## config.mk

```make
export PLATFORM = sky130hd
export DESIGN_NAME = btb_update_ctrl
export DESIGN_NICKNAME = d
export VERILOG_FILES = /design/src/rtl/btb_update_ctrl.sv
export SDC_FILE = /design/constraint.sdc
export NUM_CORES = 1
export LEC_CHECK = 0
export ABC_AREA = 1
export CAP_MARGIN = 5
export CORE_UTILIZATION = 53
export CTS_CLUSTER_SIZE = 25
export DETAILED_ROUTE_END_ITERATION = 10
export PLACE_DENSITY = 0.86
export SYNTH_ARGS = -nofsm -noshare
export SYNTH_HDL_FRONTEND = slang
export SYNTH_SLANG_ARGS = --single-unit
```

## constraint.sdc

```tcl
create_clock -name clk -period 6.9 [get_ports clk]
set_clock_uncertainty 0.05 [all_clocks]
set_input_delay 1.035 -clock clk [delete_from_list [all_inputs] [get_ports clk]]
set_output_delay 1.035 -clock clk [all_outputs]
set_load 0.02 [all_outputs]
```

## src/rtl/btb_update_ctrl.sv

```systemverilog
// btb_update_ctrl: write-side controller for the 4-way, 8-set BTB.
// Buffers resolved taken-branch updates, borrows the BTB read port to probe the
// target set, chooses the hitting way or the pseudo-LRU victim, then issues a
// single-cycle way write together with an LRU array update.
module btb_update_ctrl #(
  parameter int FIFO_DEPTH = 2,
  parameter int CNT_W      = 8
) (
  input  logic             clk,
  input  logic             reset,
  input  logic             upd_valid,
  output logic             upd_ready,
  input  logic [15:0]      upd_pc,
  input  logic [15:0]      upd_target,
  input  logic             upd_taken,
  output logic             probe_req,
  input  logic             probe_grant,
  output logic [15:0]      probe_pc,
  input  logic             wb_hit,
  input  logic [3:0]       wb_comp,
  input  logic [2:0]       lru_out,
  output logic [3:0]       way_write,
  output logic             lru_load,
  output logic [15:0]      old_pc_addr,
  output logic [15:0]      wb_addr,
  output logic             busy,
  output logic [CNT_W-1:0] alloc_cnt,
  output logic [CNT_W-1:0] upd_cnt
);

  localparam int PTR_W = (FIFO_DEPTH > 1) ? $clog2(FIFO_DEPTH) : 1;
  localparam int OCC_W = PTR_W + 1;
  localparam logic [OCC_W-1:0] FULL_OCC = OCC_W'(FIFO_DEPTH);
  localparam logic [CNT_W-1:0] CNT_MAX  = {CNT_W{1'b1}};

  typedef enum logic [1:0] {
    S_IDLE  = 2'd0,
    S_PROBE = 2'd1,
    S_WRITE = 2'd2
  } state_t;

  // ---------------------------------------------------------------------------
  // State
  // ---------------------------------------------------------------------------
  state_t             state_q, state_d;
  logic [PTR_W-1:0]   wr_ptr_q, wr_ptr_d;
  logic [PTR_W-1:0]   rd_ptr_q, rd_ptr_d;
  logic [OCC_W-1:0]   occ_q, occ_d;
  logic               hit_q, hit_d;
  logic [3:0]         way_oh_q, way_oh_d;
  logic [CNT_W-1:0]   alloc_cnt_q, alloc_cnt_d;
  logic [CNT_W-1:0]   upd_cnt_q, upd_cnt_d;

  logic [15:0]        pc_mem_q  [FIFO_DEPTH];
  logic [15:0]        pc_mem_d  [FIFO_DEPTH];
  logic [15:0]        tgt_mem_q [FIFO_DEPTH];
  logic [15:0]        tgt_mem_d [FIFO_DEPTH];

  // ---------------------------------------------------------------------------
  // Handshake / FIFO status
  // ---------------------------------------------------------------------------
  logic        fifo_full;
  logic        fifo_empty;
  logic        accept;
  logic        push;
  logic        pop;
  logic [15:0] head_pc;
  logic [15:0] head_tgt;
  logic [3:0]  sel_way_oh;

  assign fifo_full  = (occ_q == FULL_OCC);
  assign fifo_empty = (occ_q == '0);
  // Ready depends only on registered occupancy, so a pop frees the slot one
  // cycle later rather than combinationally.
  assign upd_ready  = ~fifo_full;
  assign accept     = upd_valid & upd_ready;
  // Not-taken updates are consumed but never stored: there is no invalidate path.
  assign push       = accept & upd_taken;
  // The write (and the pop) happens only while fetch has handed us the read port,
  // because the LRU update depends on lru_out being indexed by the probe address.
  assign pop        = (state_q == S_WRITE) & probe_grant;

  assign head_pc    = pc_mem_q[rd_ptr_q];
  assign head_tgt   = tgt_mem_q[rd_ptr_q];

  // ---------------------------------------------------------------------------
  // FIFO storage: one register slot per entry, written when the write pointer
  // selects it.
  // ---------------------------------------------------------------------------
  generate
    for (genvar gi = 0; gi < FIFO_DEPTH; gi++) begin : g_slot
      // Capture the pushed pc/target into this slot when it is the write target.
      always_comb begin
        pc_mem_d[gi]  = pc_mem_q[gi];
        tgt_mem_d[gi] = tgt_mem_q[gi];
        if (push && (wr_ptr_q == PTR_W'(gi))) begin
          pc_mem_d[gi]  = upd_pc;
          tgt_mem_d[gi] = upd_target;
        end
      end

      // Slot registers; contents are discarded on reset.
      always_ff @(posedge clk or posedge reset) begin
        if (reset) begin
          pc_mem_q[gi]  <= '0;
          tgt_mem_q[gi] <= '0;
        end else begin
          pc_mem_q[gi]  <= pc_mem_d[gi];
          tgt_mem_q[gi] <= tgt_mem_d[gi];
        end
      end
    end
  endgenerate

  // ---------------------------------------------------------------------------
  // Way selection from the probe response: lowest hitting way on a hit,
  // otherwise the tree pseudo-LRU victim (lru_out[2] picks the half, then
  // lru_out[1] or lru_out[0] picks the way inside that half).
  // ---------------------------------------------------------------------------
  // Decode probe response into a one-hot way.
  always_comb begin
    sel_way_oh = 4'b0000;
    if (wb_hit) begin
      for (int i = 3; i >= 0; i--) begin
        if (wb_comp[i]) begin
          sel_way_oh = 4'b0001 << i;
        end
      end
    end else if (!lru_out[2]) begin
      sel_way_oh = lru_out[1] ? 4'b0010 : 4'b0001;
    end else begin
      sel_way_oh = lru_out[0] ? 4'b1000 : 4'b0100;
    end
  end

  // ---------------------------------------------------------------------------
  // Pointers, occupancy, FSM, probe capture and counters.
  // ---------------------------------------------------------------------------
  // Next-state logic for the controller.
  always_comb begin
    wr_ptr_d    = wr_ptr_q;
    rd_ptr_d    = rd_ptr_q;
    occ_d       = occ_q;
    state_d     = state_q;
    hit_d       = hit_q;
    way_oh_d    = way_oh_q;
    alloc_cnt_d = alloc_cnt_q;
    upd_cnt_d   = upd_cnt_q;

    if (push) begin
      wr_ptr_d = wr_ptr_q + 1'b1;
    end
    if (pop) begin
      rd_ptr_d = rd_ptr_q + 1'b1;
    end
    case ({push, pop})
      2'b10:   occ_d = occ_q + 1'b1;
      2'b01:   occ_d = occ_q - 1'b1;
      default: occ_d = occ_q;
    endcase

    case (state_q)
      S_IDLE: begin
        if (!fifo_empty) begin
          state_d = S_PROBE;
        end
      end
      S_PROBE: begin
        // Probe response is only meaningful in a granted cycle; latch it then.
        if (probe_grant) begin
          hit_d    = wb_hit;
          way_oh_d = sel_way_oh;
          state_d  = S_WRITE;
        end
      end
      S_WRITE: begin
        if (probe_grant) begin
          if (hit_q) begin
            upd_cnt_d = (upd_cnt_q != CNT_MAX) ? upd_cnt_q + 1'b1 : upd_cnt_q;
          end else begin
            alloc_cnt_d = (alloc_cnt_q != CNT_MAX) ? alloc_cnt_q + 1'b1 : alloc_cnt_q;
          end
          // A same-cycle push also counts as "another entry pending".
          state_d = (occ_d != '0) ? S_PROBE : S_IDLE;
        end
      end
      default: begin
        state_d = S_IDLE;
      end
    endcase
  end

  // Controller registers with asynchronous reset.
  always_ff @(posedge clk or posedge reset) begin
    if (reset) begin
      state_q     <= S_IDLE;
      wr_ptr_q    <= '0;
      rd_ptr_q    <= '0;
      occ_q       <= '0;
      hit_q       <= 1'b0;
      way_oh_q    <= 4'b0000;
      alloc_cnt_q <= '0;
      upd_cnt_q   <= '0;
    end else begin
      state_q     <= state_d;
      wr_ptr_q    <= wr_ptr_d;
      rd_ptr_q    <= rd_ptr_d;
      occ_q       <= occ_d;
      hit_q       <= hit_d;
      way_oh_q    <= way_oh_d;
      alloc_cnt_q <= alloc_cnt_d;
      upd_cnt_q   <= upd_cnt_d;
    end
  end

  // ---------------------------------------------------------------------------
  // Outputs: decodes of registered state; the write strobes are additionally
  // qualified by the grant so nothing is written without the probe index.
  // ---------------------------------------------------------------------------
  assign probe_req   = (state_q != S_IDLE);
  assign probe_pc    = probe_req ? head_pc : 16'h0000;
  assign old_pc_addr = (state_q == S_WRITE) ? head_pc  : 16'h0000;
  assign wb_addr     = (state_q == S_WRITE) ? head_tgt : 16'h0000;
  assign way_write   = pop ? way_oh_q : 4'b0000;
  assign lru_load    = pop;
  assign busy        = ~fifo_empty | (state_q != S_IDLE);
  assign alloc_cnt   = alloc_cnt_q;
  assign upd_cnt     = upd_cnt_q;

endmodule
```

==> flow_summary.json, run 1 <==
{
  "p_seq_share_pct": 36.4,
  "post_cts_resized": 0,
  "clock_sinks": 91,
  "ir_drop_uv": 241.2,
  "area_delta_synth_final_pct": 29.65,
  "cpPeakStageDelay_ps": 610,
  "worstPathArrival_ps": 2490,
  "track_usage_pct": 25.44,
  "gp_congestion": 0.7945,
  "fin_crit_ps": 3574,
  "run_status": "complete, no violations",
  "cap_violations": 0,
  "clock_path_buffers": 2,
  "finalHoldViolations": 0,
  "wl_um": 10920,
  "r2r_slack_ps": 4540,
  "grt_pass1_wl_um": 17840,
  "cts_tree": "done",
  "clk_latency_ps": 340,
  "drtAntennaViolNets": 0,
  "core_area_sq_um": 8258,
  "path_buf_inv": 2,
  "drtIter0Drc": 218,
  "critPathTopFamily": "buffers and inverters",
  "final_cell_mix": "nand2_1, clkdlybuf4s50_1, dfrtp_1",
  "fp.dieH_um": 94.74,
  "rows": 33,
  "internal-power_uw": 1388,
  "cts_root_buf": "clkbuf_8",
  "timing.critical_path.mode_cell": "clkdlybuf4s50_1",
  "ys_seq_area_share_pct": 49.96,
  "p_switching_uw": 1027,
  "setup_viol_count_final": 0,
  "cp.required_ps": 5810,
  "power_density_nw_per_um2": 408.7,
  "slew_violations": 0,
  "dp_slack_ps": 3316,
  "layout_commonest_cell": "nand2_1",
  "synth_cell_types": 28,
  "setup_slack_ps": 3326,
  "grt_pass1_vias": 4066,
  "nNetsFinal": 757,
  "fin_crit_sh_pct": 51.79,
  "synth_seq_cells": 91,
  "post-dp-hpwl_um": 7444,
  "p_clk_share_pct": 14.5,
  "cp_max_fo": 8,
  "drive_gt1_share_pct": 5.182,
  "dp_cells": 803,
  "drt-pass1-iter-count": 5,
  "num_vias": 4243,
  "power_leakage_uw": 0.002855,
  "h-tree-depth": 3,
  "crit_type": "primary input to output port",
  "sw_frac_of_total_pct": 42.53,
  "pwr-share-comb_pct": 49.1,
  "viasPerCell": 5.181,
  "insertedDiodeCount": 0,
  "start_util_pct": 55.20,
  "grt_overflow": 0,
  "clk_pin_slew_worst_paths_ps": 90,
  "relSlewSlack_pct": 24.27,
  "rsz0062_at_grt": "false",
  "io_buffers": 116,
  "final_cells": 819,
  "dieArea_sq_um": 8975,
  "ios": 117,
  "wl_per_cell_um": 13.33,
  "netlist_area_sq_um": 4558,
  "drc": 0,
  "grt_max_degree": 92,
  "netlist_instances": 605,
  "cts_setup_buffers": 0,
  "hold_path.class": "flop to flop",
  "synth_warnings": 0,
  "setup_tns_ps": 0,
  "cp-end-kind": "output port",
  "fin_util_pct": 71.56,
  "fmax_mhz": 279.8,
  "cp-start-kind": "primary input",
  "synth_nets": 653,
  "antenna_found_initial": 0,
  "critPathSlowestCell": "clkdlybuf4s50_1",
  "worstPathCellList": "clkdlybuf4s50_1 -> nand3_4 -> nor2_1 -> clkdlybuf4s50_1",
  "ctsHoldBuffers": 0,
  "worst_slew_pin_slew_ps": 1136,
  "syn_area_per_cell_sq_um": 7.534,
  "die_x_um": 94.74,
  "cts_buffers": 9
}
==> layout make-up <==
cell class / count / area (sq um)
fill: 666 / 2349
sequential: 91 / 2277
multi-input combinational: 430 / 1906
timing repair buffer: 119 / 1184
inverter: 58 / 219.0
tap: 105 / 131.4
clock buffer: 9 / 123.9
clock inverter: 7 / 68.82
==> synthesized netlist by cell type <==
| library cell | count | area share (%) |
|---|---|---|
| a31oi_1 | 2 | 0.27 |
| dfrtp_1 | 91 | 50 |
| o21ai_1 | 3 | 0.33 |
| inv_2 | 6 | 0.49 |
| clkbuf_1 | 5 | 0.41 |
| o22ai_1 | 1 | 0.14 |
| nand3b_1 | 1 | 0.16 |
| inv_1 | 52 | 4.3 |
| a211oi_1 | 5 | 0.82 |
| buf_2 | 12 | 1.3 |
| nor3_2 | 1 | 0.22 |
| a21oi_1 | 11 | 1.2 |
| nand4_1 | 6 | 0.82 |
| xor2_1 | 3 | 0.58 |
| nor3_1 | 2 | 0.22 |
| o21ai_0 | 52 | 5.7 |
| xnor2_1 | 4 | 0.77 |
| buf_6 | 3 | 0.74 |
| nand2_1 | 255 | 21 |
| nor2_2 | 1 | 0.14 |
| nand2_2 | 3 | 0.41 |
| o21bai_1 | 1 | 0.16 |
| buf_4 | 6 | 0.99 |
| nor2_1 | 52 | 4.3 |
| nand3_1 | 18 | 2.0 |
| ha_1 | 3 | 0.82 |
| nand3_4 | 2 | 0.77 |
| nor2_4 | 4 | 0.99 |
==> tightest hold or removal path: stages (launching register included) <==
cell	delay (ps)
dfrtp_1	350
nand2_1	50
nand2_1	50
==> power by group through the flow <==
stage / Clock [uW] / Sequential [uW] / Combinational [uW]
after floorplan: 0 / 871 / 748
after global placement: 0 / 873 / 1150
after detailed placement: 0 / 887 / 1190
after CTS: 356 / 877 / 1190
after global routing: 373 / 903 / 1310
final: 351 / 878 / 1190
==> cell families (layout without fill, tap and decap cells) <==
kind of cell / count (synthesis) / in the layout / synth area share (%)
AO/OA/AOI/OAI: 75 / 75 / 8.647
flip-flops: 91 / 91 / 49.96
AND/OR/NAND/NOR: 345 / 345 / 30.99
adder cells (fa/ha/maj): 3 / 3 / 0.8236
XOR/XNOR: 7 / 7 / 1.345
buffers and inverters: 84 / 193 / 8.235
==> final timing paths <==
kind,start,end,cells past startpoint
worst max-delay path,probe_grant,way_write[1],4
worst min-delay path,pc_mem_q[26],pc_mem_q[26],2
worst max register to register,occ_q[0],tgt_mem_q[23],7
worst min register to register,pc_mem_q[26],pc_mem_q[26],2
max in group asynchronous,reset,pc_mem_q[28],3
min in group asynchronous,reset,upd_cnt[6],3
==> sequential cells by signal, summed over array words and instances, names as in the netlist <==
register and cells:
alloc_cnt 8, hit_q 1, occ_q 2, pc_mem_q 32, rd_ptr_q 1, state_q 2, tgt_mem_q 32, upd_cnt 8
way_oh_q 4, wr_ptr_q 1
==> layer usage <==
metal	up-vias	share of wire, %	GRT usage, %
met5	-	0	0
met4	0	2.1	10.48
met3	23	6.1	4.428
met2	159	51	44.60
met1	1980	41	30.84
li1	2081	-	-
==> through the flow <==
stage          hold WS [ps]  power (uW)  cell area [sq um]
6_report              423.8        2415               5909
5_1_grt               448.1        2588               5909
4_1_cts               425.3        2426               5909
3_5_place_dp          403.3        2075               5717
3_3_place_gp          398.9        2022               5717
2_1_floorplan         386.6        1619               4558
Power figures use the tool's default switching activity.
==> inputs of run 2 (changes only) <==
- CORE_UTILIZATION: 53 -> 49
- PLACE_DENSITY: 0.86 -> 0.8
- clock period: 6.9 -> 3.5 ns (I/O delays scaled with it)
==> run 2 against run 1 <==
  * The run now ends with DRC left
  * Via count fell by 0.68%
  * Routed wire length barely moved
  * First-iteration DRC count rose by 14%
  * Largest power group unchanged
  * Non-clock buffer count rose by 3
  * Sequential power rose by 98%
  * Hold slack improved by 3.8 ps
==> flow_summary.json, run 2 (synthesized netlist as in run 1, its figures left out) <==
{
  "rows": 34,
  "rsz0062_at_grt": "false",
  "antenna_found_initial": 0,
  "finalHoldViolations": 0,
  "ctsHoldBuffers": 0,
  "slew_violations": 0,
  "gp_congestion": 0.8431,
  "fin_crit_sh_pct": 87.61,
  "clock_sinks": 91,
  "reg2reg_from": "occ_q[0]",
  "ir_drop_uv": 404.9,
  "r2r_cells": 6,
  "endpoint": "wb_addr[15]",
  "hp-start": "pc_mem_q[18]",
  "crit_type": "flop to output port",
  "grt_max_degree": 54,
  "worstPathArrival_ps": 2490,
  "num_vias": 4214,
  "grt_pass1_wl_um": 18380,
  "cp-end-kind": "output port",
  "clk_pin_slew_worst_paths_ps": 90,
  "grt_pass1_vias": 4101,
  "worst_slew_pin_slew_ps": 766.5,
  "viasPerCell": 5.120,
  "power_density_nw_per_um2": 800.2,
  "cp-start-kind": "flop",
  "timing.rr.end": "tgt_mem_q[15]",
  "die_x_um": 98.45,
  "layout_commonest_cell": "nand2_1",
  "violations": "DRC",
  "core_area_sq_um": 8848,
  "post_cts_resized": 0,
  "cts_buffers": 9,
  "cts_tree": "done",
  "setup_viol_count_final": 0,
  "critPathLaunch": "state_q[0]",
  "power_leakage_uw": 0.002871,
  "wl_per_cell_um": 13.26,
  "clock_path_buffers": 2,
  "grt_overflow": 0,
  "track_usage_pct": 23.55,
  "fillers": 756,
  "drt-pass1-iter-count": 8,
  "final_cell_mix": "nand2_1, clkdlybuf4s50_1, dfrtp_1",
  "regArea_sq_um": 2277,
  "drive_gt1_share_pct": 5.315,
  "cts_root_buf": "clkbuf_8",
  "h-tree-depth": 3,
  "multiInputGateArea_sq_um": 1906,
  "cp_max_fo": 19,
  "dieArea_sq_um": 9692,
  "largestRegisters": "pc_mem_q x32, tgt_mem_q x32",
  "post-dp-hpwl_um": 7564,
  "drtAntennaViolNets": 0,
  "cp.required_ps": 2920,
  "clk_latency_ps": 350,
  "io_buffers": 116,
  "drc": 5,
  "ios": 117,
  "wl_um": 10910,
  "area_delta_synth_final_pct": 30.22,
  "r2r_slack_ps": 1610,
  "fp.dieH_um": 98.45,
  "fmax_mhz": 326.1,
  "drtIter0Drc": 248,
  "nNetsFinal": 760,
  "insertedDiodeCount": 0,
  "cap_violations": 0,
  "hold_path.class": "flop to flop",
  "setup_tns_ps": 0,
  "relSlewSlack_pct": 48.85,
  "start_util_pct": 51.51,
  "worst_hold_slack_ps": 427.5,
  "cts_setup_buffers": 0,
  "run_status": "complete, but fails checks",
  "fin_crit_ps": 3066
}
==> run 2: cell types whose count changed in the layout (fill, tap and decap cells not counted), sizes merged <==
cell,previous run,this run
clkinv,5,4
clkinvlp,2,1
buf,3,6
==> run 2: how the worst min path moves through the flow <==
stage / end / cells past startpoint
final: pc_mem_q[18] / 2
after global routing: tgt_mem_q[20] / 2
after CTS: pc_mem_q[20] / 2
after detailed placement: pc_mem_q[23] / 2
after global placement: pc_mem_q[30] / 2
after floorplan: pc_mem_q[20] / 2
==> run 2: metal layers <==
layer	part of all wire (%)	GRT usage (%)	vias up
met3	5.4	4.255	14
met5	0	0	-
met4	1.4	7.692	0
met1	44	30.62	1977
met2	49	40.14	138
li1	-	-	2085
==> run 2: power by group <==
part | internal (uW) | switching, uW | total (uW) | leakage [uW]
clock | 321 | 362 | 684 | 0.0000909
combinational | 925 | 1410 | 2330 | 0.00164
sequential | 1490 | 246 | 1740 | 0.00114
==> run 2: layout make-up <==
cell class,instances,area share [%]
Sequential cell,91,38.36
Timing Repair Buffer,122,20.53
Clock buffer,9,2.087
Clock inverter,5,0.9486
Multi-Input combinational cell,430,32.10
Inverter,58,3.689
Tap cell,108,2.277
==> run 2: worst max-delay path: stages (launching register included) <==
cell	delay, ps
dfrtp_1	440
inv_2	130
nand2_1	350
buf_4	360
a211oi_1	200
clkdlybuf4s50_1	640
==> run 2: metrics by stage <==
| stage | setup WS (ps) | std cells | cell area [sq um] | util [%] | power [uW] |
|---|---|---|---|---|---|
| global route | 319.0 | 823 | 5936 | 67.08 | 5098 |
| floorplan | 561.4 | 605 | 4558 | - | 3191 |
| CTS | 438.1 | 823 | 5936 | 67.08 | 4780 |
| global placement | 929.7 | 809 | 5756 | 65.05 | 3998 |
| finish | 433.5 | 823 | 5936 | 67.08 | 4750 |
| detailed placement | 861.1 | 809 | 5756 | 65.05 | 4094 |
==> inputs of run 3 (changes only) <==
- SKIP_LAST_GASP: not set -> 1
==> results of run 3 <==
Same layout as run 2: the final DEF is identical, and so are final timing and power.
